===== src/rtl/riscv_muldiv_unit.sv =====
// Iterative RV32M/RV64M multiply/divide unit for the EXE stage: shift-add multiplier,
// restoring divider, single-cycle shortcuts for divide corner cases and optional fast multiply.
module riscv_muldiv_unit #(
  parameter int XLEN     = 32,
  parameter bit FAST_MUL = 1'b0
) (
  input  logic            clk,
  input  logic            rst,
  input  logic            start,
  input  logic [2:0]      func3,
  input  logic [XLEN-1:0] a,
  input  logic [XLEN-1:0] b,
  input  logic [4:0]      rd_in,
  input  logic            flush,
  output logic            ready,
  output logic            busy,
  output logic            done,
  output logic [XLEN-1:0] result,
  output logic [4:0]      rd_out,
  output logic [1:0]      dbg_state
);

  // Handshake: an op is taken on a rising edge when start=1, ready=1 and flush=0;
  // done is a one-cycle pulse with result/rd_out valid and has no backpressure.
  localparam int CW = $clog2(XLEN) + 1;

  typedef enum logic [1:0] {S_IDLE = 2'd0, S_CALC = 2'd1, S_DONE = 2'd2} state_t;
  state_t state, state_nx;

  logic              accept, last;
  logic              in_is_mul, in_signed_a, in_signed_b, a_neg, b_neg, res_neg;
  logic              div_zero, div_ovf, shortcut;
  logic [XLEN-1:0]   mag_a, mag_b, sc_result;
  logic [2*XLEN-1:0] fast_prod;

  logic [2:0]        op_q;
  logic [4:0]        rd_q;
  logic              neg_q;
  logic [CW-1:0]     cnt;
  logic [2*XLEN-1:0] opa, acc;
  logic [XLEN-1:0]   opb, rem_q;

  logic [2*XLEN-1:0] acc_nx, mul_fin;
  logic [XLEN:0]     shifted;
  logic              q_bit;
  logic [XLEN-1:0]   rem_nx, quo_nx, rem_fin, quo_fin, calc_result;

  assign accept = start && (state != S_CALC) && !flush;
  assign last   = (cnt == CW'(XLEN - 1));

  // Decode of the incoming request
  always_comb begin
    in_is_mul   = !func3[2];
    in_signed_a = (func3 != 3'b011) && (func3 != 3'b101) && (func3 != 3'b111);
    in_signed_b = in_signed_a && (func3 != 3'b010);
    a_neg       = in_signed_a && a[XLEN-1];
    b_neg       = in_signed_b && b[XLEN-1];
    mag_a       = a_neg ? -a : a;
    mag_b       = b_neg ? -b : b;
    res_neg     = (func3 == 3'b110) ? a_neg : (a_neg ^ b_neg);
    div_zero    = func3[2] && (b == '0);
    div_ovf     = func3[2] && !func3[0] && (a == {1'b1, {(XLEN-1){1'b0}}}) && (b == '1);
    shortcut    = div_zero || div_ovf || (FAST_MUL && in_is_mul);
    if (div_zero)            sc_result = func3[1] ? a : '1;
    else if (div_ovf)        sc_result = func3[1] ? '0 : a;
    else if (func3 == 3'b000) sc_result = fast_prod[XLEN-1:0];
    else                     sc_result = fast_prod[2*XLEN-1:XLEN];
  end

  if (FAST_MUL) begin : g_fast
    logic [2*XLEN-1:0] ext_a, ext_b;
    assign ext_a     = {{XLEN{a_neg}}, a};
    assign ext_b     = {{XLEN{b_neg}}, b};
    assign fast_prod = ext_a * ext_b;
  end else begin : g_slow
    assign fast_prod = '0;
  end

  // One iteration of either datapath plus the sign-corrected final result
  always_comb begin
    acc_nx  = opb[0] ? (acc + opa) : acc;
    shifted = {rem_q, opa[XLEN-1]};
    q_bit   = (shifted >= {1'b0, opb});
    rem_nx  = q_bit ? (shifted[XLEN-1:0] - opb) : shifted[XLEN-1:0];
    quo_nx  = {opa[XLEN-2:0], q_bit};
    mul_fin = neg_q ? -acc_nx : acc_nx;
    quo_fin = neg_q ? -quo_nx : quo_nx;
    rem_fin = neg_q ? -rem_nx : rem_nx;
    if (op_q == 3'b000)  calc_result = mul_fin[XLEN-1:0];
    else if (!op_q[2])   calc_result = mul_fin[2*XLEN-1:XLEN];
    else if (op_q[1])    calc_result = rem_fin;
    else                 calc_result = quo_fin;
  end

  always_ff @(posedge clk or posedge rst) begin
    if (rst) state <= S_IDLE;
    else     state <= state_nx;
  end

  always_comb begin
    state_nx = state;
    if (flush) begin
      state_nx = S_IDLE;
    end else begin
      case (state)
        S_IDLE, S_DONE: state_nx = accept ? (shortcut ? S_DONE : S_CALC) : S_IDLE;
        S_CALC:         if (last) state_nx = S_DONE;
        default:        state_nx = S_IDLE;
      endcase
    end
  end

  always_comb begin
    busy      = (state == S_CALC);
    ready     = (state != S_CALC);
    done      = (state == S_DONE);
    dbg_state = state;
  end

  always_ff @(posedge clk or posedge rst) begin
    if (rst) begin
      op_q   <= '0;
      rd_q   <= '0;
      neg_q  <= 1'b0;
      cnt    <= '0;
      opa    <= '0;
      opb    <= '0;
      acc    <= '0;
      rem_q  <= '0;
      result <= '0;
      rd_out <= '0;
    end else if (accept) begin
      op_q  <= func3;
      rd_q  <= rd_in;
      neg_q <= res_neg;
      cnt   <= '0;
      opa   <= {{XLEN{1'b0}}, mag_a};
      opb   <= mag_b;
      acc   <= '0;
      rem_q <= '0;
      if (shortcut) begin
        result <= sc_result;
        rd_out <= rd_in;
      end
    end else if (state == S_CALC && !flush) begin
      cnt <= cnt + CW'(1);
      if (op_q[2]) begin
        rem_q <= rem_nx;
        opa   <= {{XLEN{1'b0}}, quo_nx};
      end else begin
        acc <= acc_nx;
        opa <= {opa[2*XLEN-2:0], 1'b0};
        opb <= {1'b0, opb[XLEN-1:1]};
      end
      if (last) begin
        result <= calc_result;
        rd_out <= rd_q;
      end
    end
  end

endmodule


===== config.mk =====
export PLATFORM = sky130hd
export DESIGN_NAME = riscv_muldiv_unit
export DESIGN_NICKNAME = d
export VERILOG_FILES = /design/src/rtl/riscv_muldiv_unit.sv
export SDC_FILE = /design/constraint.sdc
export NUM_CORES = 1
export LEC_CHECK = 0
export ABC_AREA = 1
export CAP_MARGIN = 0
export CORE_ASPECT_RATIO = 1.75
export CORE_UTILIZATION = 55
export DETAILED_ROUTE_END_ITERATION = 12
export MAX_ROUTING_LAYER = met4
export PLACE_DENSITY = 0.83
export SLEW_MARGIN = 30
export SYNTH_ARGS = -nofsm -noshare
export SYNTH_HDL_FRONTEND = slang
export SYNTH_SLANG_ARGS = --single-unit

===== constraint.sdc =====
create_clock -name clk -period 14.95 [get_ports clk]
set_input_delay 2.99 -clock clk [delete_from_list [all_inputs] [get_ports clk]]
set_output_delay 2.99 -clock clk [all_outputs]
set_load 0.005 [all_outputs]

==> metrics, run 1 <==
remaining global-route overflow=7; chip height=289 um; vias in the first global route=32000; die width=166 um; largest net degree at the start of global routing=135; Post-DP HPWL=96400 um; Mapped Nets=4646; Root Driver=clkbuf_16; hold_buf cts=0; Initial Utilization=56.1%; pre-CTS setup slack=between 7 and 8 ns; htree depth=1; Seq cells post-synth=246; number of buffers added on ports=117; Halt Stage=global routing (5_1_grt); EDFF count, synth=0; Synth area leaders=dfrtp_1 24%, nand2_1 21%, inv_1 10%, nand3_1 7.8%, nor2_1 5.8%; Cells after Synth=4466; sequential fraction of the synthesis area=about a quarter; Ys Warns=0; FP Rows=104; Cell variety after synth=64; stop err=[ERROR GRT-0116] Global routing finished with congestion. Check the congestion regions in the DRC Viewer.; first-pass GRT wire length=roughly 190000 um; status=did not finish; Netlist Area Pre-Place=approximately 26000 um^2; top cell type by total area after synthesis=dfrtp_1; global-route usage over all layers=56.2%; top-area cell type share of the netlist area=23.8%; cts bufs inserted=27; GPL Wtd Cong=about 1.1; IO Pins=~120; post-CTS setup repair buffer count=0; Synth Flop Type=dfrtp_1; CTS Sinks=246; async set-reset flop share out of synthesis=100%; syn avg cell area=5.80 um^2; post_cts resized=0; Max Root-Sink Buffers=3
## routing by layer
| layer | track usage (%) | overflow |
|---|---|---|
| met1 | 48.7 | 0 |
| met3 | 17.5 | 0 |
| met2 | 88.6 | 4 |
| met4 | 70.8 | 3 |
| met5 | - | - |
## metrics by stage
stage          utilization (%)  instances  area [um^2]
3_5_place_dp              59.4       5049        27400
2_1_floorplan                -       4466        25900
3_3_place_gp              59.4       5049        27400
4_1_cts                   61.4       5094        28400
## cells by family after synthesis
logic type,count (synthesis),synth area share (%)
AND/OR/NAND/NOR,2460,40.4
buffers and inverters,865,12.8
AO/OA/AOI/OAI,741,16.3
flip-flops,246,23.8
adder cells (fa/ha/maj),104,5.08
XOR/XNOR,50,1.69
## cell usage after synthesis, drive strengths merged, types with 4 or more instances
library cell	instances
inv	723
a31oi	12
nand3b	15
o21bai	4
a22o	6
nand4	46
buf	41
nand2	1467
o221ai	27
o31ai	11
clkbuf	98
o21ai	314
nor4	21
o22ai	54
dfrtp	246
a21oi	259
nor3	54
xor2	45
and2	12
nor2	426
o211ai	24
xnor2	5
o311ai	11
ha	102
nand3	412
==> run 2: changes to the inputs <==
--- a/config.mk
+++ b/config.mk
@@ -7,11 +7,9 @@
 export LEC_CHECK = 0
 export ABC_AREA = 1
 export CAP_MARGIN = 0
-export CORE_ASPECT_RATIO = 1.75
-export CORE_UTILIZATION = 55
+export CORE_UTILIZATION = 40
 export DETAILED_ROUTE_END_ITERATION = 12
-export MAX_ROUTING_LAYER = met4
-export PLACE_DENSITY = 0.83
+export PLACE_DENSITY_LB_ADDON = 0.15
 export SLEW_MARGIN = 30
 export SYNTH_ARGS = -nofsm -noshare
 export SYNTH_HDL_FRONTEND = slang
==> run 2 against run 1 <==
Effect of this change:
- the flow now finishes without violations
- synthesized cell count did not move
- area after synthesis unchanged
==> metrics, run 2 <==
status=complete, no violations; drt first-iter violations=2545; Critical Path RT=approximately 15 ns; async set-reset flop share out of synthesis=100%; Synth top cells by count=1435 x nand2_1, 706 x inv_1, 402 x nand3_1, 397 x nor2_1, 274 x o21ai_0; remaining antenna violation count=0; clock latency at the later pin of the worst-skew pair=0.55 ns; post-CTS setup repair buffer count=0; non-filler instance count after layout=5379; Seq cells post-synth=246; FP Rows=92; Placed Instances=~5300; die width=256 um; Max Root-Sink Buffers=3; Root Driver=clkbuf_16; CTS Sinks=approximately 250; hold_buf cts=0; Tcrit/Tclk final=a little over two fifths; Synth-to-Final Area Change=12.1%; CTS tree=done; maximum vdd drop=0.116 mV; GPL Wtd Cong=0.988; IO Pins=around 120; Max Cap Violations=0; Initial Utilization=40.8%; CP peak stage delay=0.44 ns; chip height=256 um; vias in the first global route=27100; core area=63500 um^2; routed wire length per instance=19.9 um; first-pass GRT wire length=161000 um; clock slew at reported path FFs=0.06 ns; sequential fraction of the synthesis area=23.8%; Post-DP HPWL=approximately 85000 um; CP Data Arrival Time=6.96 ns; Netlist Area Pre-Place=25900 um^2; layout cells sized above 1=4.99%; Slew @ Worst Pin=0.948 ns; fmax=153 MHz; CP Max Fanout=35; commonest non-fill, non-tap cell in the layout=nand2_1; via/cell ratio=5.41; number of buffers added on ports=around 120; Pwr Density=199 nW/um^2; Util after Layout=roughly 46%; htree depth=2; count leader, synth=nand2_1; setup violators final=0; initial antenna violation count=1; post-layout min period=between 6 and 7 ns; Ys Warns=0; clk_skew=0.0177 ns; EDFF count, synth=0; remaining global-route overflow=0; startpoint types=primary input; final-report max-slew violation count=0; top-area cell type share of the netlist area=23.8%; DRC=0; critical setup path kind=in2reg; critical-path cell list=clkdlybuf4s50_1 > inv_1 > ha_1 > nand2_1 > nor2_2 > nand3_1 > nor3_1 > nor3b_1 > nand3_1 > o31ai_1 > nand2_1 > nand2_1 > buf_4 > inv_1 > buf_4 > a21oi_1 > a21oi_1; post_cts resized=0; final setup TNS=0 ns; Synth area leaders=dfrtp_1 24%, nand2_1 21%, inv_1 10%, nand3_1 7.8%, nor2_1 5.8%; slew margin rel.=36.7%; largest net degree at the start of global routing=112; total power=approximately 5.8 mW; largest registers=acc (64), opa (64); cts bufs inserted=36; drt total wl=107000 um; RSZ-0062 raised after global routing=no; Synth Flop Type=dfrtp_1; commonest cells after routing, fill and taps aside=1432 x nand2_1, 702 x inv_1, 402 x nand3_1, 397 x nor2_1, 274 x o21ai_0; Critical Path Sink Type=register; Crit path top cell by count=nand2_1; Cell variety after synth=64; global-route usage over all layers=31.8%; Vias=29100; syn avg cell area=5.80 um^2; top cell type by total area after synthesis=dfrtp_1; Mapped Nets=4646; Cells after Synth=around 4500; CP max-delay cell=clkdlybuf4s50_1; Static Leakage=15.2 nW; drt pass-1 iters=6; Die Area=65800 um^2; Hold WC Path Type=reg2reg; final hold viol count=0; net count reported at finish=4689
## run 2: path summary, 6_finish.rpt
kind,slack [ns],startpoint,end,cells after the start
worst max-delay path,8.42,a[1],result[10]$_DFFE_PP0P_,17
worst min-delay path,0.48,rd_out[4]$_DFFE_PP0P_,rd_out[4]$_DFFE_PP0P_,2
worst max register to register,9.47,opb[7]$_DFFE_PP0P_,result[26]$_DFFE_PP0P_,31
worst min register to register,0.48,rd_out[4]$_DFFE_PP0P_,rd_out[4]$_DFFE_PP0P_,2
max in group asynchronous,11.13,rst,neg_q$_DFFE_PP0P_,3
min in group asynchronous,2.81,rst,acc[52]$_DFFE_PP0P_,2
## run 2: per-layer routing
layer,vias up,wire [um],track usage (%)
li1,14500,-,-
met1,13400,46000,41.7
met2,986,49100,52.6
met3,196,6460,3.40
met4,0,5200,14.2
met5,-,0,0
## run 2: layout make-up
cell class	instances	area, um^2
Tap cell	846	1060
Inverter	726	2740
Fill cell	6964	34500
Clock inverter	20	244
Antenna cell	1	2.50
Multi-Input combinational cell	3355	16400
Timing Repair Buffer	144	1430
Clock buffer	41	961
Sequential cell	246	6160
## run 2: cells by family after synthesis
family | share of synthesized area [%]
AOI/OAI and AO/OA | 16.3
DFF | 23.8
and+or+nand+nor | 40.4
adders and majority gates | 5.08
buffers and inverters | 12.8
xor gates and xnor gates | 1.69
## run 2: power breakdown
group	switching (mW)	internal (mW)
registers	0.291	0.858
clock network	0.352	0.547
logic	2.59	1.15
total	3.24	2.56
## run 2: worst max-delay path, delay by kind of cell
kind / cells / cell delay (ns)
buffers and inverters: 5 / 1.61
adder cells (fa/ha/maj): 1 / 0.20
AND/OR/NAND/NOR: 8 / 1.44
AO/OA/AOI/OAI: 3 / 0.69
## run 2: per-stage QoR
stage	hold WS, ns	area, um^2	setup WS (ns)
CTS	0.487	29000	8.58
detailed placement	0.473	27800	8.00
global route	0.504	29000	8.18
floorplan	0.449	25900	5.20
finish	0.484	29000	8.42
global placement	0.469	27800	8.15
Note: power is estimated with default switching activity, not from simulation.
